File: src/rtl/sample_stream_arbiter_pkg.sv
// Shared types and widths for the sample stream arbiter.
// Pure declarations: no logic, no latency, no flow control.
package sample_arb_pkg;

  typedef enum logic {ARB_IDLE, ARB_GRANT} arb_state_t;

  localparam int BEAT_CNT_W = 4;

  // A single requester still needs a 1-bit index to keep port widths legal.
  function automatic int id_width(input int n);
    return (n > 1) ? $clog2(n) : 1;
  endfunction

endpackage

File: src/rtl/sample_stream_arbiter_if.sv
// Requester-side and stream-side handshake bundle around the arbiter.
// master = arbiter view, slave = sources plus the downstream sink.
interface sample_stream_arbiter_if #(
  parameter int NUM_REQ = 4,
  parameter int DATA_W  = 8
);

  logic [NUM_REQ-1:0]        req_valid;
  logic [NUM_REQ-1:0]        req_last;
  logic [NUM_REQ*DATA_W-1:0] req_data;
  logic [NUM_REQ-1:0]        req_ready;
  logic                      out_valid;
  logic [DATA_W-1:0]         out_data;
  logic                      out_ready;

  modport master (
    input  req_valid, req_last, req_data, out_ready,
    output req_ready, out_valid, out_data
  );

  modport slave (
    output req_valid, req_last, req_data, out_ready,
    input  req_ready, out_valid, out_data
  );

endinterface

File: src/rtl/sample_stream_arbiter_rr_priority_picker.sv
// Round-robin search: first set request at or above ptr, wrapping modulo NUM_REQ.
// Purely combinational, no state and no backpressure.
module rr_priority_picker
  import sample_arb_pkg::*;
#(
  parameter int NUM_REQ = 4,
  localparam int ID_W   = id_width(NUM_REQ)
) (
  input  logic [NUM_REQ-1:0] req,
  input  logic [ID_W-1:0]    ptr,
  output logic               found,
  output logic [ID_W-1:0]    idx
);

  int              cand;
  logic [ID_W-1:0] cand_idx;

  // Walk offsets from far to near so the nearest hit overwrites earlier ones.
  always_comb begin
    found    = 1'b0;
    idx      = '0;
    cand     = 0;
    cand_idx = '0;
    for (int off = NUM_REQ - 1; off >= 0; off--) begin
      cand     = (int'(ptr) + off) % NUM_REQ;
      cand_idx = ID_W'(cand);
      if (req[cand_idx]) begin
        found = 1'b1;
        idx   = cand_idx;
      end
    end
  end

endmodule

File: src/rtl/sample_stream_arbiter.sv
// Burst-granular round-robin mux of NUM_REQ streams onto one valid/ready stream.
// One idle cycle per grant; out_ready passes straight to the owner's req_ready.
module sample_stream_arbiter
  import sample_arb_pkg::*;
#(
  parameter int NUM_REQ   = 4,
  parameter int DATA_W    = 8,
  parameter int MAX_BURST = 4,
  localparam int ID_W     = id_width(NUM_REQ)
) (
  input  logic                  clk,
  input  logic                  reset_n,
  sample_stream_arbiter_if.master bus,
  output logic                  grant_active,
  output logic [ID_W-1:0]       grant_id,
  output logic [BEAT_CNT_W-1:0] beat_count
);

  arb_state_t        state, state_nxt;
  logic [ID_W-1:0]   rr_ptr;
  logic [ID_W-1:0]   pick_idx;
  logic              pick_found;
  logic [DATA_W-1:0] req_data_arr [NUM_REQ];
  logic              beat;
  logic              burst_end;
  logic [ID_W-1:0]   ptr_after_owner;

  for (genvar i = 0; i < NUM_REQ; i++) begin : g_unpack
    assign req_data_arr[i] = bus.req_data[i*DATA_W +: DATA_W];
  end

  rr_priority_picker #(.NUM_REQ(NUM_REQ)) u_picker (
    .req   (bus.req_valid),
    .ptr   (rr_ptr),
    .found (pick_found),
    .idx   (pick_idx)
  );

  assign grant_active = (state == ARB_GRANT);
  assign beat         = grant_active && bus.req_valid[grant_id] && bus.out_ready;
  assign burst_end    = beat && (bus.req_last[grant_id] ||
                                 (beat_count == BEAT_CNT_W'(MAX_BURST - 1)));
  assign ptr_after_owner = (grant_id == ID_W'(NUM_REQ - 1)) ? '0 : grant_id + 1'b1;

  always_comb begin
    state_nxt = state;
    case (state)
      ARB_IDLE:  if (pick_found) state_nxt = ARB_GRANT;
      ARB_GRANT: if (burst_end)  state_nxt = ARB_IDLE;
      default:   state_nxt = ARB_IDLE;
    endcase
  end

  // Only the owner sees out_ready; everything is forced quiet while idle.
  always_comb begin
    bus.out_valid = 1'b0;
    bus.out_data  = '0;
    bus.req_ready = '0;
    if (state == ARB_GRANT) begin
      bus.out_valid           = bus.req_valid[grant_id];
      bus.out_data            = req_data_arr[grant_id];
      bus.req_ready[grant_id] = bus.out_ready;
    end
  end

  always_ff @(posedge clk or negedge reset_n) begin
    if (!reset_n) begin
      state      <= ARB_IDLE;
      grant_id   <= '0;
      beat_count <= '0;
      rr_ptr     <= '0;
    end else begin
      state <= state_nxt;
      if (state == ARB_IDLE && pick_found) begin
        grant_id <= pick_idx;
      end
      if (burst_end) begin
        beat_count <= '0;
        rr_ptr     <= ptr_after_owner;
      end else if (beat) begin
        beat_count <= beat_count + 1'b1;
      end
    end
  end

endmodule
File: src/flat_wrapper.sv
// flat-port wrapper written by rule: the top's interface ports become plain ports
module sample_stream_arbiter_flat import sample_arb_pkg::*;
#(
  parameter int NUM_REQ   = 4,
  parameter int DATA_W    = 8,
  parameter int MAX_BURST = 4,
  localparam int ID_W     = id_width(NUM_REQ)
)
  (clk, reset_n, grant_active, grant_id, beat_count, bus_req_valid, bus_req_last, bus_req_data, bus_out_ready, bus_req_ready, bus_out_valid, bus_out_data);
  sample_stream_arbiter_if #(.NUM_REQ(NUM_REQ), .DATA_W(DATA_W)) bus_i ();
  input  logic clk;
  input  logic reset_n;
  output logic grant_active;
  output logic [ID_W-1:0] grant_id;
  output logic [BEAT_CNT_W-1:0] beat_count;
  input wire logic [$bits(bus_i.req_valid)-1:0] bus_req_valid;
  input wire logic [$bits(bus_i.req_last)-1:0] bus_req_last;
  input wire logic [$bits(bus_i.req_data)-1:0] bus_req_data;
  input wire logic [$bits(bus_i.out_ready)-1:0] bus_out_ready;
  output wire logic [$bits(bus_i.req_ready)-1:0] bus_req_ready;
  output wire logic [$bits(bus_i.out_valid)-1:0] bus_out_valid;
  output wire logic [$bits(bus_i.out_data)-1:0] bus_out_data;
  assign bus_i.req_valid = bus_req_valid;
  assign bus_i.req_last = bus_req_last;
  assign bus_i.req_data = bus_req_data;
  assign bus_i.out_ready = bus_out_ready;
  assign bus_req_ready = bus_i.req_ready;
  assign bus_out_valid = bus_i.out_valid;
  assign bus_out_data = bus_i.out_data;
  sample_stream_arbiter #(.NUM_REQ(NUM_REQ), .DATA_W(DATA_W), .MAX_BURST(MAX_BURST)) u_core (.clk(clk), .reset_n(reset_n), .bus(bus_i), .grant_active(grant_active), .grant_id(grant_id), .beat_count(beat_count));
endmodule
File: config.mk
export PLATFORM = sky130hd
export DESIGN_NAME = sample_stream_arbiter_flat
export DESIGN_NICKNAME = d
export VERILOG_FILES = /design/src/rtl/sample_stream_arbiter_pkg.sv /design/src/rtl/sample_stream_arbiter_if.sv /design/src/rtl/sample_stream_arbiter_rr_priority_picker.sv /design/src/rtl/sample_stream_arbiter.sv /design/src/flat_wrapper.sv
export SDC_FILE = /design/constraint.sdc
export NUM_CORES = 1
export LEC_CHECK = 0
export BUFFER_PORTS_ARGS = -buffer_cell sky130_fd_sc_hd__buf_2
export CELL_PAD_IN_SITES_DETAIL_PLACEMENT = 0
export CELL_PAD_IN_SITES_GLOBAL_PLACEMENT = 1
export CORE_UTILIZATION = 25
export DETAILED_ROUTE_END_ITERATION = 8
export HOLD_SLACK_MARGIN = 0.08
export PLACE_DENSITY_LB_ADDON = 0.1
export SYNTH_ARGS = -nofsm -noshare
export SYNTH_HDL_FRONTEND = slang
export SYNTH_SLANG_ARGS = --single-unit
File: constraint.sdc
create_clock -name clk -period 1.9 [get_ports clk]
set_input_delay 0.095 -clock clk [delete_from_list [all_inputs] [get_ports clk]]
set_output_delay 0.095 -clock clk [all_outputs]
set_load 0.01 [all_outputs]
==> impl_metrics.py <==
metrics = {
    "synthesis": {
        "async_reset_ff_share_pct": 100,
        "yosysWarnings": 0,
        "seq_area_frac_synth_pct": 26.2,
        "synth-edff-count": 0,
        "synth_ff_type": "dfrtp_1",
        "syn_inst": 80,
        "synth.cell_area_um2": 860,
        "synth_fp_nets": 128,
        "avgSynthCellArea_um2": 10.7,
        "ys_ff_latch": 9,
        "synth.distinct_cells": 30,
    },
    "global_routing": {
        "antenna_found_initial": 0,
        "grt_overflow": 0,
        "grt_pass1_wl_um": 3770,
        "gr-usage-all-layers_pct": 14.1,
        "first_global_vias": 833,
        "grt_max_degree": 16,
    },
    "drt": {
        "drt_wl_total_um": 2580,
        "via_per_inst": 4.63,
        "num_vias": 888,
        "postRouteAntennaNets": 0,
        "routedWlPerCell_um": 13.4,
        "drt-pass1-iter-count": 4,
        "drcViolationCount": 0,
        "dr.first_iter.drc_count": 12,
    },
    "worst_hold_path": {
        "hold_path_class": "input port to flop",
        "min_to": "u_core.grant_id[1]$_DFFE_PN0P_",
        "worstHoldStart": "bus_req_valid[3]",
        "hold_depth": 3,
    },
    "setup_path": {
        "end_kind": "primary output",
        "arrival_ns": 1.71,
        "crit_required_ns": 1.80,
        "reg2regPathDepth": 4,
        "cp_max_fo": 15,
        "timing.rr.start": "u_core.grant_id[0]$_DFFE_PN0P_",
        "timing.rr.end": "u_core.rr_ptr[1]$_DFFE_PN0P_",
        "criticalPathCategory": "flop to primary output",
        "startpoint_type": "flop",
        "r2r_setup_slack_ns": 0.17,
    },
    "finish": {
        "antennaDiodeCount": 0,
        "nets": 197,
        "drive_gt1_share_pct": 55.4,
        "n_fill_cell": 344,
        "syn2layout_area_growth_pct": 48.8,
        "final_cell_count_no_fill": 192,
    },
    "floorplanning": {
        "rows": 20,
        "coreArea_um2": 3150,
        "fp.dieW_um": 60.6,
        "die_y_um": 60.6,
        "io_pins": 63,
        "dieArea_um2": 3680,
        "start_util_pct": 27.3,
    },
    "place": {
        "dp_cells": 187,
        "io_buffers": 62,
        "place.gp.congestion": 0.749,
        "dpl.hpwl_um": 2070,
    },
    "clocking": {
        "cts.sinks": 9,
        "clock_latency_ns": 0.26,
        "root_buffer": "clkbuf_4",
        "cts_setup_buffers": 0,
        "ctsHtreeMaxLevel": 1,
        "cts_buffers": 3,
        "clockBufferDepth": 2,
        "path_clk_slew_ns": 0.06,
        "tritoncts": "yes",
    },
    "sta": {
        "slew_headroom_pct": 78.7,
        "setup_viol": 0,
        "fin_worst_skew_ns": 0.000244,
        "rsz0062_at_grt": "no",
        "slew_viol_final": 0,
        "tns_ns": 0,
        "min_period_ns": 1.80,
        "fmax_mhz": 555,
        "hold_viol": 0,
        "tightestPinTransition_ns": 0.320,
        "fin_crit_sh_pct": 94.8,
    },
    "power": {
        "leakagePower_nw": 0.642,
        "power_density_nw_per_um2": 1290,
        "peakVddDrop_mv": 0.382,
    },
    "flow_run": {
        "drv_cap": 0,
    },
    "run_status": {
        "status": "complete, no violations",
    },
}
critical path, stage by stage (launching register included):
cell and delay, ns:
dfrtp_1 0.38, buf_6 0.21, mux4_1 0.56, and2_1 0.16, buf_2 0.13
per-stage QoR:
stage	setup WS (ns)	hold WS [ns]	total power, mW	cell area, um2	util (%)
2_1_floorplan	0.0910	-0.201	1.10	860	-
3_3_place_gp	0.196	-0.0383	1.50	1240	39.3
3_5_place_dp	0.157	-0.0334	1.50	1240	39.3
4_1_cts	0.0158	0.190	1.67	1270	40.4
5_1_grt	0.0225	0.215	1.81	1280	40.6
6_report	0.0993	0.195	1.65	1280	40.6
repair_timing:
item	in CTS	in global routing
endpoints found under the setup margin	0	3
gates resized for setup	0	1
hold buffers	1	0
hold endpoints to repair	9	0
cell usage in the layout, fill, tap and decap left out, drive strengths merged:
cell | netlist | routed
nor3b | 1 | 1
or2 | 1 | 1
dlygate4sd3 | 0 | 1
nand3 | 2 | 2
buf | 2 | 66
and3 | 4 | 4
o22ai | 1 | 1
a221oi | 1 | 1
inv | 4 | 4
a221o | 1 | 1
nor2 | 6 | 6
o21ai | 5 | 5
or4 | 1 | 1
o31ai | 2 | 2
nand3b | 1 | 1
ha | 5 | 5
nand2b | 1 | 1
and2 | 10 | 10
nor2b | 1 | 1
a21oi | 3 | 3
a22o | 1 | 1
mux2 | 3 | 3
o21a | 1 | 1
nand2 | 3 | 3
dfrtp | 9 | 9
mux4 | 10 | 10
clkbuf | 1 | 4
cell families after synthesis:
logic type / count (synthesis) / share of synthesized area, %
simple gates: 31 / 20.7
fa+ha+maj: 5 / 7.28
compound gates: 15 / 11.2
mux: 13 / 31.0
flops: 9 / 26.2
buf+inv: 7 / 3.64
power by group:
group          switching, mW  total, mW  internal, mW
registers              0.111      0.382         0.272
clock network         0.0689      0.150        0.0811
logic                  0.511       1.11         0.602
total                  0.691       1.65         0.955
routing by layer:
| layer | up-vias | share of wire (%) | track usage (%) |
|---|---|---|---|
| li1 | 443 | - | - |
| met1 | 412 | 46 | 18.9 |
| met2 | 31 | 49 | 23.4 |
| met3 | 2 | 4.5 | 1.71 |
| met4 | 0 | 0.46 | 4.87 |
| met5 | - | 0 | 0 |
state kept, by name, indices dropped and copies added (netlist names):
name                 flops
u_core.rr_ptr            2
u_core.beat_count        4
u_core.grant_id          2
u_core.grant_active      1
cells in the mapped netlist (2+ instances only):
cell	n	area [um2]
a21oi_1	3	15.0
and2_1	10	62.6
and3_1	4	25.0
dfrtp_1	9	225
ha_1	5	62.6
inv_1	4	15.0
mux2_2	2	22.5
mux4_2	9	203
nand2_1	3	11.3
nor2_1	6	22.5
o21ai_0	5	25.0
o31ai_1	2	15.0
how the worst max path moves through the flow:
stage,from,to,slack (ns),cells after the start
2_1_floorplan,u_core.grant_id[0]$_DFFE_PN0P_,u_core.rr_ptr[1]$_DFFE_PN0P_,0.09,4
3_5_place_dp,u_core.grant_id[1]$_DFFE_PN0P_,u_core.rr_ptr[1]$_DFFE_PN0P_,0.16,4
5_1_grt,u_core.grant_id[0]$_DFFE_PN0P_,bus_out_data[7],0.02,4
3_3_place_gp,u_core.grant_id[0]$_DFFE_PN0P_,u_core.rr_ptr[1]$_DFFE_PN0P_,0.20,4
6_report,u_core.grant_id[0]$_DFFE_PN0P_,bus_out_data[7],0.1,4
4_1_cts,u_core.grant_id[0]$_DFFE_PN0P_,bus_out_data[7],0.02,4
cell type report:
type / count / area [um2] / share of cell area (%)
timing repair buffer: 67 / 354 / 27.7
tap: 44 / 55.1 / 4.31
inverter: 4 / 15.0 / 1.17
clock buffer: 4 / 26.3 / 2.05
sequential: 9 / 225 / 17.6
multi-input combinational: 64 / 603 / 47.2
(Power assumes the default switching activity.)
